File: src/rtl/mux2_rr_arbiter_pkg.sv
// Shared types and constants for the two-source round-robin mux arbiter.
package mux2_arb_pkg;

  typedef enum logic [1:0] {IDLE, SERVE_A, SERVE_B} arb_state_t;

  localparam logic SRC_A = 1'b1;
  localparam logic SRC_B = 1'b0;

  localparam int DEF_MAX_BURST = 1;

endpackage

File: src/rtl/mux2to1.sv
// Plain 2:1 data mux: selector 1 passes in_a, 0 passes in_b.
module mux2to1 #(
  parameter int DW = 4
) (
  input  logic [DW-1:0] in_a,
  input  logic [DW-1:0] in_b,
  input  logic          in_selector,
  output logic [DW-1:0] o_out
);

  assign o_out = in_selector ? in_a : in_b;

endmodule

File: src/rtl/mux2_rr_arbiter.sv
// Round-robin (burst-limited) arbiter sharing one 2:1 mux between two valid/ready
// sources, with a one-entry registered output stage and saturating transfer counters.
module mux2_rr_arbiter
  import mux2_arb_pkg::*;
#(
  parameter int DW        = 4,
  parameter int MAX_BURST = DEF_MAX_BURST,
  parameter int CNT_W     = 16
) (
  input  logic             in_clk,
  input  logic             in_rst_n,
  input  logic             in_a_valid,
  input  logic [DW-1:0]    in_a,
  output logic             o_a_ready,
  input  logic             in_b_valid,
  input  logic [DW-1:0]    in_b,
  output logic             o_b_ready,
  output logic             o_valid,
  output logic [DW-1:0]    o_result,
  output logic             o_src,
  input  logic             in_ready,
  output logic [CNT_W-1:0] o_cnt_a,
  output logic [CNT_W-1:0] o_cnt_b
);

  arb_state_t    state;
  logic          last_grant;
  logic [3:0]    burst_cnt;
  logic          accept;
  logic          grant_vld;
  logic          grant;
  logic          xfer;
  logic [DW-1:0] mux_out;

  assign o_valid = (state != IDLE);
  assign o_src   = (state == SERVE_A);
  assign accept  = !o_valid || in_ready;

  // burst_cnt==0 only right after reset: no run in progress, so hand the
  // first contested grant to the source opposite last_grant (A).
  always_comb begin
    grant_vld = in_a_valid || in_b_valid;
    grant     = SRC_B;
    if (in_a_valid && in_b_valid) begin
      if (burst_cnt != 4'd0 && burst_cnt < 4'(MAX_BURST)) grant = last_grant;
      else                                               grant = !last_grant;
    end else if (in_a_valid) begin
      grant = SRC_A;
    end
  end

  assign o_a_ready = in_rst_n && accept && grant_vld && (grant == SRC_A);
  assign o_b_ready = in_rst_n && accept && grant_vld && (grant == SRC_B);
  assign xfer      = (o_a_ready && in_a_valid) || (o_b_ready && in_b_valid);

  mux2to1 #(.DW(DW)) u_mux (
    .in_a        (in_a),
    .in_b        (in_b),
    .in_selector (grant),
    .o_out       (mux_out)
  );

  always_ff @(posedge in_clk or negedge in_rst_n) begin
    if (!in_rst_n) begin
      state      <= IDLE;
      o_result   <= '0;
      o_cnt_a    <= '0;
      o_cnt_b    <= '0;
      last_grant <= SRC_B;
      burst_cnt  <= 4'd0;
    end else if (accept) begin
      if (xfer) begin
        state      <= (grant == SRC_A) ? SERVE_A : SERVE_B;
        o_result   <= mux_out;
        last_grant <= grant;
        if (grant != last_grant)             burst_cnt <= 4'd1;
        else if (burst_cnt < 4'(MAX_BURST))  burst_cnt <= burst_cnt + 4'd1;
        if (grant == SRC_A) begin
          if (o_cnt_a != {CNT_W{1'b1}}) o_cnt_a <= o_cnt_a + CNT_W'(1);
        end else begin
          if (o_cnt_b != {CNT_W{1'b1}}) o_cnt_b <= o_cnt_b + CNT_W'(1);
        end
      end else begin
        state <= IDLE;
      end
    end
  end

endmodule
File: config.mk
export PLATFORM = sky130hd
export DESIGN_NAME = mux2_rr_arbiter
export DESIGN_NICKNAME = d
export VERILOG_FILES = /design/src/rtl/mux2_rr_arbiter_pkg.sv /design/src/rtl/mux2to1.sv /design/src/rtl/mux2_rr_arbiter.sv
export SDC_FILE = /design/constraint.sdc
export NUM_CORES = 1
export LEC_CHECK = 0
export BUFFER_PORTS_ARGS = -buffer_cell sky130_fd_sc_hd__buf_4
export CAP_MARGIN = 20
export CELL_PAD_IN_SITES_DETAIL_PLACEMENT = 1
export CELL_PAD_IN_SITES_GLOBAL_PLACEMENT = 1
export CORE_MARGIN = 2
export CORE_UTILIZATION = 43
export DETAILED_ROUTE_END_ITERATION = 8
export GPL_TIMING_DRIVEN = 0
export PLACE_DENSITY_LB_ADDON = 0.1
export SLEW_MARGIN = 20
export SYNTH_ARGS = -nofsm -noshare
export SYNTH_HDL_FRONTEND = slang
export SYNTH_SLANG_ARGS = --single-unit
File: constraint.sdc
create_clock -name in_clk -period 2.7 [get_ports in_clk]
set_input_delay 0.27 -clock in_clk [delete_from_list [all_inputs] [get_ports in_clk]]
set_output_delay 0.27 -clock in_clk [all_outputs]
set_load 0.03 [all_outputs]
==> out/summary.txt <==
cell mode on critical path - buf_4
Slew Limit Fails - 0
synth top area cells - dfrtp_1 51%, xnor2_1 6.8%, xor2_1 5.5%, nand2_1 3.1%, nand3_1 2.9%
outcome - complete, no violations
hold path cells - 2
arrival time worst endpoint - 1940 ps
synth unique cells - 39
Port Buf Inserts - 52
initial core utilization - 44.50%
Max IR drop VDD - 0.4593 mV
Remaining DRCs - 0
Hold Crit Start - in_ready
CP Launch Type - primary input
Worst Skew - 8.957 ps
Critical-path top delay cell - dlygate4sd3_1
layout cells sized above 1 - 34.33%
largest net degree at the start of global routing - 43
ys async rst share - 100.0%
met2 usage - 36.03%
Final Non-Filler Cells - 285
gr usage total - 18.75%
Power Density - 716.6 nW/µm²
Reg-to-Reg End - o_cnt_a[1]$_DFFE_PN0P_
largest area contributor in the netlist - dfrtp_1
average wire per standard cell - 15.59 µm
Setup Viol. Count Final - 0
worst-skew pair later-pin latency - 290 ps
Core Region - 4324 µm²
max incr delay on CP - 520 ps
syn nets - 187
fmax - 453.4 MHz
Nets - 247
met1 Usage GRT - 21.53%
unrepaired setup endpoints after global routing - no
die area - 5026 µm²
Netlist Area Pre-Place - 1924 µm²
worst endpoint required time - 2430 ps
Synth top area share - 50.72%
CP endpoint kind - output pin
clock-pin slew on the worst setup and hold paths - 80 ps
hold endpoint - state[0]$_DFFE_PN0N_
diode count - 0
Worst Hold Class - in -> reg
CTS root buf - clkbuf_8
clk sinks - 39
routability cong. - 0.7699
vias in the first global route - 1613
most common cell after layout, fill and taps aside - buf_4
Die X - 70.90 µm
Die H - 70.90 µm
P&R area growth vs syn - 29.39%
critical-path maximum fanout - 42
met3 GRT Util - 3.134%
DRT Pass-1 Iters - 4
Routed WL - 4443 µm
syn avg cell area - 11.19 µm²
#FFs+latches synth - 39
r2r startpoint - o_cnt_a[0]$_DFFE_PN0P_
period utilization - 81.69%
P_leak - 1.229 nW
final antenna-violating net count - 0
hold-fix buffers at CTS - 1
CP Cell Sequence - dlygate4sd3_1 > buf_4 > nand4_2 > inv_2 > buf_4
first-pass GRT wire length - 7514 µm
sequential share of the synthesized area - 50.72%
most frequent cells in the layout - 53 x buf_4, 39 x dfrtp_1, 16 x nand2_1
Post-synth EDFFs - 0
Via density - 5.225
maximum clock insertion buffer count - 2
row cnt - 24
critical path class - in -> out
Max H-tree Level - 2
post-synthesis instance total - 172
CTS tree - built
hpwl dp - 3399 µm
yosys warns - 0
global route hottest layer - met2
Most used DFF post-synth - dfrtp_1
R2R cell count - 6
Ports - 53
MaxCap Viol Count - 0
FF-to-FF setup slack - 730 ps
Worst Max-Slew Pin Slew - 546.5 ps
number of gates resized after cts - 0
Rel. slew slack - 63.57%
aggregate global routing overflow - 0
TritonCTS Buffers - 5
setup bufs post-CTS - 0
initial antenna violation count - 0
via count - 1489
Fin Setup TNS - 0 ps
Final min period - 2206 ps
Iteration-0 DRC Markers - 39
placed insts - 276
final hold vios - 0
## layout make-up
| type | instances | area (µm²) |
|---|---|---|
| Buffer | 2 | 12.51 |
| Clock buffer | 8 | 100.1 |
| Fill cell | 491 | 1834 |
| Inverter | 9 | 33.78 |
| Multi-Input combinational cell | 122 | 902.1 |
| Sequential cell | 39 | 975.9 |
| Tap cell | 52 | 65.06 |
| Timing Repair Buffer | 53 | 400.4 |
## worst max-delay path by stage
| stage | slack, ps | startpoint | endpoint |
|---|---|---|---|
| after floorplan | 720 | o_cnt_a[0]$_DFFE_PN0P_ | o_cnt_a[1]$_DFFE_PN0P_ |
| after global placement | 780 | o_cnt_a[0]$_DFFE_PN0P_ | o_cnt_a[1]$_DFFE_PN0P_ |
| after detailed placement | 720 | in_rst_n | o_cnt_b[1]$_DFFE_PN0P_ |
| after CTS | 430 | in_rst_n | o_b_ready |
| after global routing | 320 | in_rst_n | o_b_ready |
| final | 490 | in_rst_n | o_b_ready |
## worst max-delay path: cells and delay by family
family / cells / cell delay, ps
buf+inv: 4 / 1340
simple gates: 1 / 310
## cells in the mapped netlist, types with 2 or more instances
cell     number
ha_1          2
xor2_1       12
o21a_1        4
xnor2_1      15
nor4_2        2
a21oi_1       5
and2_1        2
nand3_1      11
o21ai_0       2
nor3_1        3
nand2_1      16
inv_1         8
and3_1        3
and4_4        2
nand4_1       7
nor2_1       13
nor3_2        2
mux2i_1       4
dfrtp_1      39
## metal layers
metal | part of all wire, % | up-vias
li1 | - | 710
met1 | 41 | 744
met2 | 55 | 30
met3 | 3.2 | 5
met4 | 0.90 | 0
met5 | 0 | -
## where the power goes
part | leakage (nW) | internal, mW | switching [mW]
combinational | 0.675 | 0.230 | 0.337
clock | 0.0515 | 0.233 | 0.197
sequential | 0.503 | 0.676 | 0.112
## cells by family (layout without fill, tap and decap cells)
| kind of cell | after synthesis | count (layout) | synth area share [%] |
|---|---|---|---|
| and+or+nand+nor | 68 | 68 | 21.26 |
| AOI/OAI and AO/OA | 19 | 19 | 8.583 |
| adders and majority gates | 2 | 2 | 1.300 |
| muxes | 6 | 6 | 3.446 |
| buffers and inverters | 11 | 72 | 2.405 |
| xor gates and xnor gates | 27 | 27 | 12.29 |
| DFF | 39 | 39 | 50.72 |
## stage by stage
stage          util (%)  worst slack, ps  hold WS [ps]  area [µm²]  total power, mW
5_1_grt           57.58            321.1         198.0        2490            1.885
6_report          57.58            494.4         189.2        2490            1.784
2_1_floorplan         -            719.1        -25.59        1924            1.133
3_5_place_dp      55.03            723.2         297.3        2380            1.372
4_1_cts           57.58            432.6         187.1        2490            1.807
3_3_place_gp      55.03            783.2         285.2        2380            1.340
## sequential cells by signal (all words and copies together), names as in the netlist
register    cells
o_cnt_a        16
o_cnt_b        16
o_result        4
state           2
last_grant      1
(Power assumes the default switching activity.)
